<file path="src/rtl/spi_mem_reader.sv">
// SPI mode-0 slave that streams bytes from a synchronous-read memory, MSB first.
// The next byte is prefetched into a holding buffer while the current one shifts out.
module spi_mem_reader #(
    parameter int unsigned AW         = 8,
    parameter bit          ADDR_PHASE = 1'b1
) (
    input  logic          clk,
    input  logic          rst_n,
    input  logic          sel,
    input  logic          rising,
    input  logic          falling,
    input  logic          si,
    input  logic          reset_flag,
    output logic          so,
    output logic          rd_en,
    output logic [AW-1:0] addr,
    input  logic [7:0]    rd_data,
    output logic          byte_done
);

    typedef enum logic [2:0] {
        StIdle,
        StAddr,
        StPrime,
        StPrimeWait,
        StFetch,
        StFetchWait,
        StShift
    } state_e;

    state_e      state_q;
    logic [7:0]  sr_q;
    logic [7:0]  buf_q;
    logic [2:0]  bit_cnt_q;
    logic        sel_q;
    logic        seen_rise_q;
    logic [7:0]  sr_in;

    assign sr_in = {sr_q[6:0], si};
    assign so    = sel & sr_q[7];

    // rd_en is raised on entry to PRIME/FETCH, so it is high during the state's
    // first cycle; addr advances on the edge where the memory samples it.
    always_ff @(posedge clk or negedge rst_n) begin
        if (!rst_n) begin
            state_q     <= StIdle;
            sr_q        <= 8'h00;
            buf_q       <= 8'h00;
            bit_cnt_q   <= 3'd0;
            sel_q       <= 1'b0;
            seen_rise_q <= 1'b0;
            addr        <= '0;
            rd_en       <= 1'b0;
            byte_done   <= 1'b0;
        end else begin
            sel_q     <= sel;
            rd_en     <= 1'b0;
            byte_done <= 1'b0;

            if (rd_en) begin
                addr <= addr + 1'b1;
            end

            if (state_q != StIdle && !sel) begin
                state_q   <= StIdle;
                bit_cnt_q <= 3'd0;
            end else begin
                case (state_q)
                    StIdle: begin
                        if (sel && !sel_q) begin
                            seen_rise_q <= 1'b0;
                            bit_cnt_q   <= 3'd0;
                            if (ADDR_PHASE) begin
                                state_q <= StAddr;
                            end else begin
                                state_q <= StPrime;
                                rd_en   <= 1'b1;
                            end
                        end
                    end

                    StAddr: begin
                        if (rising) begin
                            sr_q        <= sr_in;
                            seen_rise_q <= 1'b1;
                            if (bit_cnt_q == 3'd7) begin
                                addr      <= sr_in[AW-1:0];
                                bit_cnt_q <= 3'd0;
                                state_q   <= StFetch;
                                rd_en     <= 1'b1;
                            end else begin
                                bit_cnt_q <= bit_cnt_q + 3'd1;
                            end
                        end
                    end

                    StPrime: begin
                        state_q <= StPrimeWait;
                    end

                    StPrimeWait: begin
                        sr_q    <= rd_data;
                        state_q <= StFetch;
                        rd_en   <= 1'b1;
                    end

                    StFetch, StFetchWait, StShift: begin
                        if (state_q == StFetch) begin
                            state_q <= StFetchWait;
                        end
                        if (state_q == StFetchWait) begin
                            buf_q   <= rd_data;
                            state_q <= StShift;
                        end
                        if (rising) begin
                            seen_rise_q <= 1'b1;
                            bit_cnt_q   <= bit_cnt_q + 3'd1;
                            byte_done   <= (bit_cnt_q == 3'd7);
                        end else if (falling) begin
                            if (bit_cnt_q != 3'd0) begin
                                sr_q <= {sr_q[6:0], 1'b0};
                            end else if (seen_rise_q && state_q != StFetch) begin
                                // Load can land while the fetch is still in its data
                                // cycle; the byte is then taken straight off rd_data.
                                sr_q    <= (state_q == StShift) ? buf_q : rd_data;
                                state_q <= StFetch;
                                rd_en   <= 1'b1;
                            end
                        end
                    end

                    default: begin
                        state_q <= StIdle;
                    end
                endcase
            end

            if (reset_flag) begin
                addr <= '0;
            end
        end
    end

endmodule
</file>
<file path="config.mk">
export PLATFORM = sky130hd
export DESIGN_NAME = spi_mem_reader
export DESIGN_NICKNAME = d
export VERILOG_FILES = /design/src/rtl/spi_mem_reader.sv
export SDC_FILE = /design/constraint.sdc
export NUM_CORES = 1
export LEC_CHECK = 0
export ABC_CLOCK_PERIOD_IN_PS = 2700
export CORE_MARGIN = 3
export CORE_UTILIZATION = 56
export DETAILED_ROUTE_END_ITERATION = 7
export MAX_ROUTING_LAYER = met4
export PLACE_DENSITY = 0.89
export SLEW_MARGIN = 20
export SYNTH_ARGS = -nofsm -noshare
export SYNTH_HDL_FRONTEND = slang
export SYNTH_SLANG_ARGS = --single-unit
export TNS_END_PERCENT = 50
</file>
<file path="constraint.sdc">
create_clock -name clk -period 2.7 [get_ports clk]
set_input_delay 0.27 -clock clk [delete_from_list [all_inputs] [get_ports clk]]
set_output_delay 0.27 -clock clk [all_outputs]
set_load 0.02 [all_outputs]
</file>
==> results of run 1 <==
## power breakdown
group,leakage [uW],internal (uW),switching (uW),total (uW)
clock network,0.0000482,205,183,389
registers,0.000446,560,73.4,634
logic,0.000501,132,132,264
## worst max-delay path, delay by kind of cell (launching register included)
kind	cells	cell delay, ns
compound gates	1	0.07
flops	1	0.61
simple gates	3	1.42
## registers in the layout (all words and copies together), names as in the netlist
| name | count |
|---|---|
| sr_q | 8 |
| bit_cnt_q | 3 |
| seen_rise_q | 1 |
| rd_en | 1 |
| sel_q | 1 |
| state_q | 3 |
| buf_q | 8 |
| addr | 8 |
| byte_done | 1 |
## cell type report
| type | count | area (um2) |
|---|---|---|
| Multi-Input combinational cell | 173 | 1235 |
| Fill cell | 323 | 1185 |
| Sequential cell | 34 | 850.8 |
| Timing Repair Buffer | 31 | 295.3 |
| Clock buffer | 7 | 86.33 |
| Tap cell | 48 | 60.06 |
| Inverter | 7 | 26.28 |
| Clock inverter | 1 | 5.005 |
## logic make-up (layout without fill, tap and decap cells)
kind of cell,after synthesis,in the layout
and+or+nand+nor,69,69
DFF,34,34
muxes,20,20
AOI/OAI and AO/OA,73,73
xor gates and xnor gates,7,7
buffers and inverters,25,46
adders and majority gates,4,4
## routing by layer
metal | track usage (%) | vias up
met4 | 9.328 | 0
met2 | 32.94 | 80
met5 | - | -
met1 | 27.66 | 900
li1 | - | 895
met3 | 5.831 | 10
## final timing paths
path	startpoint	to	slack, ns	depth (start not counted)
min in group clk	buf_q[6]$_DFFE_PN0P_	buf_q[6]$_DFFE_PN0P_	0.50	1
worst min register to register	buf_q[6]$_DFFE_PN0P_	buf_q[6]$_DFFE_PN0P_	0.50	1
worst max register to register	state_q[1]$_DFFE_PN0P_	addr[7]$_DFF_PN0_	0.46	4
worst min-delay path	rst_n	buf_q[1]$_DFFE_PN0P_	0.38	2
max in group asynchronous	rst_n	state_q[2]$_DFFE_PN0P_	2.00	2
worst max-delay path	state_q[1]$_DFFE_PN0P_	addr[7]$_DFF_PN0_	0.46	4
## stage by stage
stage | setup slack, ns | utilization (%) | hold WS (ns) | instances
floorplan | 0.8278 | - | -0.02559 | 232
global placement | 0.5162 | 65.91 | 0.4825 | 293
detailed placement | 0.4292 | 65.91 | 0.4871 | 293
CTS | 0.4797 | 68.35 | 0.4052 | 301
global route | 0.3470 | 68.35 | 0.4243 | 301
finish | 0.4608 | 68.35 | 0.3822 | 301
## Yosys cell counts (3+ instances only)
cell / n
mux2i_1: 11
dfrtp_1: 34
clkbuf_1: 7
o21ai_0: 17
buf_6: 3
nor2_1: 18
xnor2_1: 4
a21oi_1: 11
and2_1: 3
a31oi_1: 9
buf_2: 3
a211oi_2: 8
ha_1: 4
o22a_1: 7
mux2_2: 8
xor2_1: 3
a211o_1: 7
nor3_1: 12
nand2_1: 18
nor2b_1: 3
inv_1: 7
==> impl_metrics.csv, run 1 <==
group,metric,value,unit
sta,hold_viol,0,
setup_path,crit_fanout,22,
sta,tns,0,ns
route,first_pass_iters,5,
setup_path,critPathKind,"flip-flop to flip-flop",
logic_synthesis,synth_edf_count,0,
setup_path,crit_path_top_delay_cell,"or4b_1",
clocking,numCtsBuffers,5,
power_and_ir_drop,power.density,502.9,mW/mm2
place,placed_area,0.002467,mm2
route,highest_layer,"met4",
grt,grt_pass1_vias,1715,
logic_synthesis,synth_cell_types,48,
cells_and_area,antennaDiodeCount,0,
clocking,clock-sinks,34,
floorplan,die_width,69.10,um
logic_synthesis,ys_warn_count,0,
clocking,worstSkewPairLatency,0.29,ns
logic_synthesis,synth_top_area_share,38.16,%
place,port_buffers,25,
cells_and_area,final_cell_area,0.002559,mm2
route,drt_iter0_drc,156,
setup_path,cp.arrival,2.39,ns
logic_synthesis,synth_fa_ha_area_share,2.245,%
setup_path,crit_path_start_kind,"flip-flop",
floorplan,placementRows,22,
clocking,clk_path_buf_depth,2,
cells_and_area,fin_nets,271,
route,wl_met3,404,um
route,vias,1885,
power_and_ir_drop,vdd_ir_drop_max,0.0002434,V
floorplan,die_area,0.004775,mm2
logic_synthesis,synthXorXnorAreaFrac,2.750,%
logic_synthesis,seq_area_frac_synth,38.16,%
logic_synthesis,syn_inst,232,
logic_synthesis,synth.avg_cell_area,9.611,um2
route,routed_via_density,6.262,
setup_path,worstSetupEndpointType,"flip-flop",
route,ant_nets,0,
logic_synthesis,synth_ff_type,"dfrtp_1",
sta,rsz0062_at_grt,"false",
route,drc,0,
clocking,postCtsHoldBufs,0,
sta,timing.fmax,446.6,MHz
power_and_ir_drop,leakage,0.0009953,uW
cells_and_area,post_route_cells_drive_above_1_share,13.44,%
grt,track_usage,21.83,%
sta,worst_slew_pin_slew,0.6366,ns
logic_synthesis,synthSimpleGateAreaFrac,15.43,%
min_path,hp-class,"primary input to asynchronous set/reset pin",
setup_path,path_cells,"and2b_4 > or4b_1 > nor2_1 > a211oi_2",
route,wl_met1,2083,um
clocking,cts_resized,0,
logic_synthesis,synth_top_area_cell,"dfrtp_1",
floorplan,core,0.003744,mm2
logic_synthesis,synthTopCellsByArea,"dfrtp_1, mux2i_1, a211oi_2, mux2_2, o21ai_0",
floorplan,ios,26,
grt,grt_pass1_wl,8148,um
clocking,htree_levels,2,
route,wl,4882,um
clocking,cts.clk_slew.worst_paths,0.07,ns
route,wl_per_cell,16.22,um
grt,grt_max_degree,35,
sta,setup_violations,0,
job,drv_cap,0,
place,dp_hpwl,3345,um
logic_synthesis,synthesis.nets,251,
sta,finalCriticalPeriod,2.239,ns
sta,fin_worst_skew,0.006913,ns
cells_and_area,layout_commonest_cell,"dfrtp_1",
power_and_ir_drop,power,1287,uW
logic_synthesis,synth_compound_area_share,25.31,%
logic_synthesis,syn_area,0.002230,mm2
clocking,cts_setup_buffers,0,
sta,drv_slew,0,
cells_and_area,mostFrequentLayoutCells,"dfrtp_1, clkdlybuf4s50_1, nand2_1, nor2_1, o21ai_0",
clocking,cts_root_buffer,"clkbuf_8",
setup_path,required,2.85,ns
logic_synthesis,synth_top_family_by_area,"compound AO/OA/AOI/OAI gates",
place,place_congestion,0.8740,
sta,period_share,82.93,%
sta,max_slew_margin,57.56,%
status,status,"finished, final reports clean",
grt,overflow,0,
clocking,tritoncts,"done",
floorplan,start_util,59.56,%
logic_synthesis,muxShareOfSynthArea,9.652,%
logic_synthesis,ys_ff_latch,34,
logic_synthesis,ys_async_sr_fraction,100.0,%
grt,antenna_found_initial,0,
setup_path,slowest_delay,0.77,ns
route,route.met2.wl,2307,um
cells_and_area,area_delta_synth_final,14.76,%
floorplan,die_h,69.10,um
No activity file was read; power rests on OpenSTA's default activity.
==> inputs of run 2 (changes only) <==
--- a/config.mk
+++ b/config.mk
@@ -5,12 +5,12 @@
 export SDC_FILE = /design/constraint.sdc
 export NUM_CORES = 1
 export LEC_CHECK = 0
-export ABC_CLOCK_PERIOD_IN_PS = 2700
+export ABC_CLOCK_PERIOD_IN_PS = 1800
 export CORE_MARGIN = 3
-export CORE_UTILIZATION = 56
+export CORE_UTILIZATION = 51
 export DETAILED_ROUTE_END_ITERATION = 7
 export MAX_ROUTING_LAYER = met4
-export PLACE_DENSITY = 0.89
+export PLACE_DENSITY = 0.86
 export SLEW_MARGIN = 20
 export SYNTH_ARGS = -nofsm -noshare
 export SYNTH_HDL_FRONTEND = slang
==> constraint.sdc (replaced) <==
create_clock -name clk -period 1.8 [get_ports clk]
set_input_delay 0.18 -clock clk [delete_from_list [all_inputs] [get_ports clk]]
set_output_delay 0.18 -clock clk [all_outputs]
set_load 0.02 [all_outputs]
==> run 2 against run 1 <==
Fmax is 27% higher. Cell count increased by 6.3%. Global-route usage rose by 1.0 points. Combinational power increased by 65%. Via count grew 3.4%. Largest cell class unchanged. Highest routed layer unchanged.
==> impl_metrics.csv, run 2 (synthesized netlist as in run 1, its figures left out) <==
group,metric,value,unit
floorplan,die_area,0.005201,mm2
sta,max_slew_margin,68.60,%
min_path,hp-class,"primary input to asynchronous set/reset pin",
setup_path,ff2ff_path_depth,7,
cells_and_area,fin_nets,288,
grt,grt_pass1_vias,1903,
route,wl_per_cell,16.42,um
clocking,clk_path_buf_depth,2,
route,vias,1949,
place,pre_cts_slack,-0.09859,ns
sta,hold_viol,0,
setup_path,path_cells,"ha_1 > ha_1 > nand2_1 > or4b_4 > buf_6 > nor2_1 > a211oi_2",
sta,timing.fmax,566.8,MHz
place,port_buffers,25,
sta,layout_setup_ws,0.03584,ns
sta,fin_worst_skew,0.001885,ns
cells_and_area,nFillCells,323,
sta,period_share,98.01,%
setup_path,worstSetupEndpointType,"flip-flop",
grt,overflow,0,
job,drv_cap,0,
clocking,cts_setup_buffers,0,
status,status,"finished, final reports clean",
setup_path,rrSetupSlack,0.04,ns
route,first_pass_iters,4,
power_and_ir_drop,leakage,0.001089,uW
place,place_congestion,0.8660,
grt,antenna_found_initial,0,
floorplan,placementRows,23,
route,routed_via_density,6.091,
setup_path,r2r-start,"bit_cnt_q[0]$_DFFE_PN0P_",
cells_and_area,largest_registers,"addr (8), buf_q (8), sr_q (8)",
grt,track_usage,22.83,%
clocking,worstSkewPairLatency,0.29,ns
place,placed_area,0.002603,mm2
power_and_ir_drop,power.density,753.1,mW/mm2
place,dp_hpwl,3794,um
setup_path,crit_path_top_delay_cell,"or4b_4",
cells_and_area,final_util,66.59,%
setup_path,crit_path_start_kind,"flip-flop",
clocking,cts_root_buffer,"clkbuf_8",
setup_path,timing.rr.end,"addr[4]$_DFF_PN0_",
setup_path,slowest_delay,0.52,ns
cells_and_area,mostFrequentLayoutCells,"dfrtp_1, clkdlybuf4s50_1, buf_4",
clocking,htree_levels,2,
cells_and_area,final_cell_area,0.002740,mm2
clocking,numCtsBuffers,5,
setup_path,critPathKind,"flip-flop to flip-flop",
sta,tns,0,ns
setup_path,worst_path_most_repeated_cell,"ha_1",
grt,grt_max_degree,35,
power_and_ir_drop,vdd_ir_drop_max,0.0004141,V
setup_path,required,1.96,ns
cells_and_area,antennaDiodeCount,0,
clocking,tritoncts,"done",
cells_and_area,layout_commonest_cell,"dfrtp_1",
route,ant_nets,0,
clocking,clock-sinks,34,
setup_path,crit_fanout,8,
cells_and_area,area_delta_synth_final,22.90,%
grt,grt_pass1_wl,9032,um
floorplan,die_h,72.12,um
sta,setup_violations,0,
sta,rsz0062_at_grt,"true",
route,drt_iter0_drc,119,
power_and_ir_drop,power,2064,uW
sta,drv_slew,0,
floorplan,core,0.004115,mm2
clocking,cts.clk_slew.worst_paths,0.07,ns
route,wl,5254,um
route,drc,0,
floorplan,ios,26,
clocking,postCtsHoldBufs,0,
floorplan,start_util,54.18,%
sta,worst_slew_pin_slew,0.4649,ns
sta,finalCriticalPeriod,1.764,ns
cells_and_area,post_route_cells_drive_above_1_share,21.11,%
floorplan,die_width,72.12,um
setup_path,cp.arrival,1.92,ns
## run 2: cell types whose count changed in the layout (fill, tap and decap cells not counted), sizes merged
cell    delta
bufinv     +1
buf       +17
clkinv     -1
## run 2: layout make-up
class	instances	area (um2)	area share [%]
clock buffer	7	76.32	2.785
clock inverter	1	30.03	1.096
multi-input combinational	173	1264	46.12
tap	50	62.56	2.283
inverter	7	26.28	0.9589
timing repair buffer	48	430.4	15.71
sequential	34	850.8	31.05
## run 2: worst max path at each step
stage | start | end | cells after the start
floorplan | bit_cnt_q[0]$_DFFE_PN0P_ | sr_q[0]$_DFFE_PN0P_ | 8
global placement | sel | addr[6]$_DFF_PN0_ | 6
detailed placement | rising | bit_cnt_q[0]$_DFFE_PN0P_ | 6
CTS | bit_cnt_q[0]$_DFFE_PN0P_ | addr[2]$_DFF_PN0_ | 6
global route | bit_cnt_q[0]$_DFFE_PN0P_ | addr[7]$_DFF_PN0_ | 7
finish | bit_cnt_q[0]$_DFFE_PN0P_ | addr[4]$_DFF_PN0_ | 7
## run 2: routing by layer
layer	track usage, %	part of all wire [%]	up-vias
li1	-	-	930
met1	29.26	45	945
met2	35.49	48	63
met3	5.263	5.5	11
met4	8.142	1.8	0
met5	-	0	-
## run 2: through the flow
step | std cells | hold slack [ns]
floorplan | 232 | -0.1156
global placement | 311 | 0.4806
detailed placement | 311 | 0.4883
CTS | 320 | 0.3134
global route | 320 | 0.3411
finish | 320 | 0.2859
## run 2: repair_timing
item | 4_1_cts | 5_1_grt
hold endpoints to repair | 0 | 0
pin swaps | 0 | 0
gates resized for setup | 3 | 5
cloned | 1 | 0
endpoints found under the setup margin | 7 | 15
## run 2: power by group
part	internal (uW)	leakage, uW	switching [uW]	total, uW
logic	220	0.000590	217	436
registers	841	0.000446	98.6	939
clock network	414	0.0000524	274	688
## run 2: worst max-delay path, delay by kind of cell, from the launching register on
kind	cells	cell delay [ns]
AOI/OAI and AO/OA	1	0.06
buffers and inverters	1	0.16
and+or+nand+nor	3	0.73
DFF	1	0.37
adders and majority gates	2	0.31
==> inputs of run 3 (changes only) <==
--- a/config.mk
+++ b/config.mk
@@ -5,12 +5,13 @@
 export SDC_FILE = /design/constraint.sdc
 export NUM_CORES = 1
 export LEC_CHECK = 0
-export ABC_CLOCK_PERIOD_IN_PS = 1800
+export ABC_CLOCK_PERIOD_IN_PS = 2200
 export CORE_MARGIN = 3
-export CORE_UTILIZATION = 51
+export CORE_UTILIZATION = 60
 export DETAILED_ROUTE_END_ITERATION = 7
 export MAX_ROUTING_LAYER = met4
-export PLACE_DENSITY = 0.86
+export PLACE_DENSITY = 0.94
+export REMOVE_ABC_BUFFERS = 1
 export SLEW_MARGIN = 20
 export SYNTH_ARGS = -nofsm -noshare
 export SYNTH_HDL_FRONTEND = slang
==> constraint.sdc (replaced) <==
create_clock -name clk -period 2.2 [get_ports clk]
set_input_delay 0.22 -clock clk [delete_from_list [all_inputs] [get_ports clk]]
set_output_delay 0.22 -clock clk [all_outputs]
set_load 0.02 [all_outputs]
==> run 3 against run 2 <==
Combinational power fell by 22%. Sequential power fell by 18%. Clock skew rose by 0.0038 ns. Via count rose by 0.92%. Largest cell class unchanged. Largest power group unchanged. Sequential share of layout area rose by 1.4 points. Design area fell by 4.2%. Clock-buffer cell count fell by 2. Global-route usage rose by 5.3 points. Routed wire length rose by 1.2%.
==> impl_metrics.csv, run 3 (synthesized netlist as in run 1, its figures left out) <==
group,metric,value,unit
status,status,"finished, final reports clean",
setup_path,crit_end,"addr[4]$_DFF_PN0_",
setup_path,ff2ff_path_depth,7,
clocking,postCtsHoldBufs,0,
cells_and_area,fin_nets,277,
cells_and_area,post_route_cells_drive_above_1_share,15.83,%
setup_path,critPathKind,"flip-flop to flip-flop",
power_and_ir_drop,leakage,0.001026,uW
route,first_pass_iters,4,
sta,drv_slew,0,
route,ant_nets,0,
sta,worst_slew_pin_slew,0.6916,ns
clocking,cts_resized,0,
sta,timing.fmax,514.0,MHz
cells_and_area,layout_commonest_cell,"dfrtp_1",
cells_and_area,mostFrequentLayoutCells,"dfrtp_1, clkdlybuf4s50_1, nand2_1, nor2_1, o21ai_0",
power_and_ir_drop,vdd_ir_drop_max,0.0004392,V
route,vias,1967,
place,place_congestion,0.9480,
grt,grt_max_degree,35,
grt,grt_pass1_vias,1920,
route,wl,5318,um
setup_path,cp.arrival,2.11,ns
cells_and_area,register_area,850.8,um2
floorplan,die_h,66.96,um
sta,max_slew_margin,53.89,%
sta,hold_viol,0,
place,port_buffers,25,
route,drc,0,
cells_and_area,area_delta_synth_final,17.68,%
route,routed_via_density,6.449,
floorplan,die_width,66.96,um
clocking,cts_root_buffer,"clkbuf_8",
floorplan,placementRows,21,
clocking,clock-sinks,34,
floorplan,core,0.003468,mm2
place,dp_hpwl,3576,um
clocking,htree_levels,2,
floorplan,start_util,64.29,%
route,wl_per_cell,17.44,um
route,drt_iter0_drc,208,
sta,finalCriticalPeriod,1.945,ns
clocking,numCtsBuffers,5,
sta,rsz0062_at_grt,"false",
place,dp_cells,297,
setup_path,crit_start,"bit_cnt_q[0]$_DFFE_PN0P_",
power_and_ir_drop,power.density,646.2,mW/mm2
grt,overflow,0,
setup_path,crit_fanout,16,
sta,setup_violations,0,
sta,tns,0,ns
cells_and_area,largest_registers,"addr (8), buf_q (8), sr_q (8)",
min_path,hp-class,"primary input to asynchronous set/reset pin",
floorplan,die_area,0.004484,mm2
setup_path,required,2.36,ns
cells_and_area,final_util,75.65,%
floorplan,ios,26,
sta,fin_worst_skew,0.005646,ns
clocking,tritoncts,"done",
cells_and_area,multiInputGateArea,0.001235,mm2
setup_path,crit_path_start_kind,"flip-flop",
cells_and_area,antennaDiodeCount,0,
clocking,cts_setup_buffers,0,
grt,antenna_found_initial,0,
grt,track_usage,28.16,%
setup_path,rrSetupSlack,0.25,ns
cells_and_area,final_cells,305,
job,drv_cap,0,
grt,grt_pass1_wl,9087,um
setup_path,r2r-start,"bit_cnt_q[0]$_DFFE_PN0P_",
cells_and_area,nFillCells,253,
sta,period_share,88.43,%
setup_path,timing.rr.end,"addr[4]$_DFF_PN0_",
setup_path,worstSetupEndpointType,"flip-flop",
clocking,clk_path_buf_depth,2,
clocking,cts.clk_slew.worst_paths,0.08,ns
clocking,worstSkewPairLatency,0.30,ns
-- run 3: cell types whose count changed in the layout (fill, tap and decap cells not counted), moves of 2 or more --
cell,delta
clkinvlp_4,+2
clkbuf_1,-2
buf_6,-2
nor2_1,+2
buf_4,-9
nor2_2,-2
-- run 3: power by group --
| part | total [uW] | internal [uW] | switching [uW] |
|---|---|---|---|
| Clock | 584 | 337 | 247 |
| Combinational | 339 | 167 | 171 |
| Sequential | 773 | 687 | 85.8 |
| Total | 1700 | 1190 | 504 |
-- run 3: final cells by class --
type	count	share of cell area [%]
clock buffers	5	2.623
clock inverters	3	1.717
inverters	7	1.001
multi-input cells	173	47.07
flip-flops and latches	34	32.43
well taps	46	2.194
repair buffers	37	12.97
-- run 3: worst max-delay path: stages (launching register included) --
cell	delay [ns]
dfrtp_1	0.36
ha_1	0.16
ha_1	0.20
nand2_1	0.15
or4b_1	0.51
buf_4	0.22
nor2_1	0.15
a211oi_2	0.07
-- run 3: stage by stage --
stage	hold WS [ns]	worst slack (ns)	power, uW	area [um2]
floorplan	-0.07559	0.1013	970.4	2112
global placement	0.4807	0.2221	1096	2510
detailed placement	0.4880	0.1753	1108	2510
CTS	0.3530	0.2729	1687	2624
global route	0.3758	0.1718	1780	2624
finish	0.3364	0.2546	1695	2624
-- run 3: metal layers --
layer,vias to the layer above,global-route usage (%),wire [um]
met5,-,-,0
met4,0,10.63,155
met3,18,6.745,493
met2,106,44.06,2545
met1,937,35.39,2123
li1,906,-,-
-- run 3: worst min-delay path by stage --
stage	endpoint	slack [ns]	depth (start not counted)
6_report	sel_q$_DFF_PN0_	0.34	2
5_1_grt	addr[2]$_DFF_PN0_	0.38	2
4_1_cts	state_q[1]$_DFFE_PN0P_	0.35	2
3_5_place_dp	buf_q[5]$_DFFE_PN0P_	0.49	1
3_3_place_gp	buf_q[5]$_DFFE_PN0P_	0.48	1
2_1_floorplan	addr[0]$_DFF_PN0_	-0.08	0
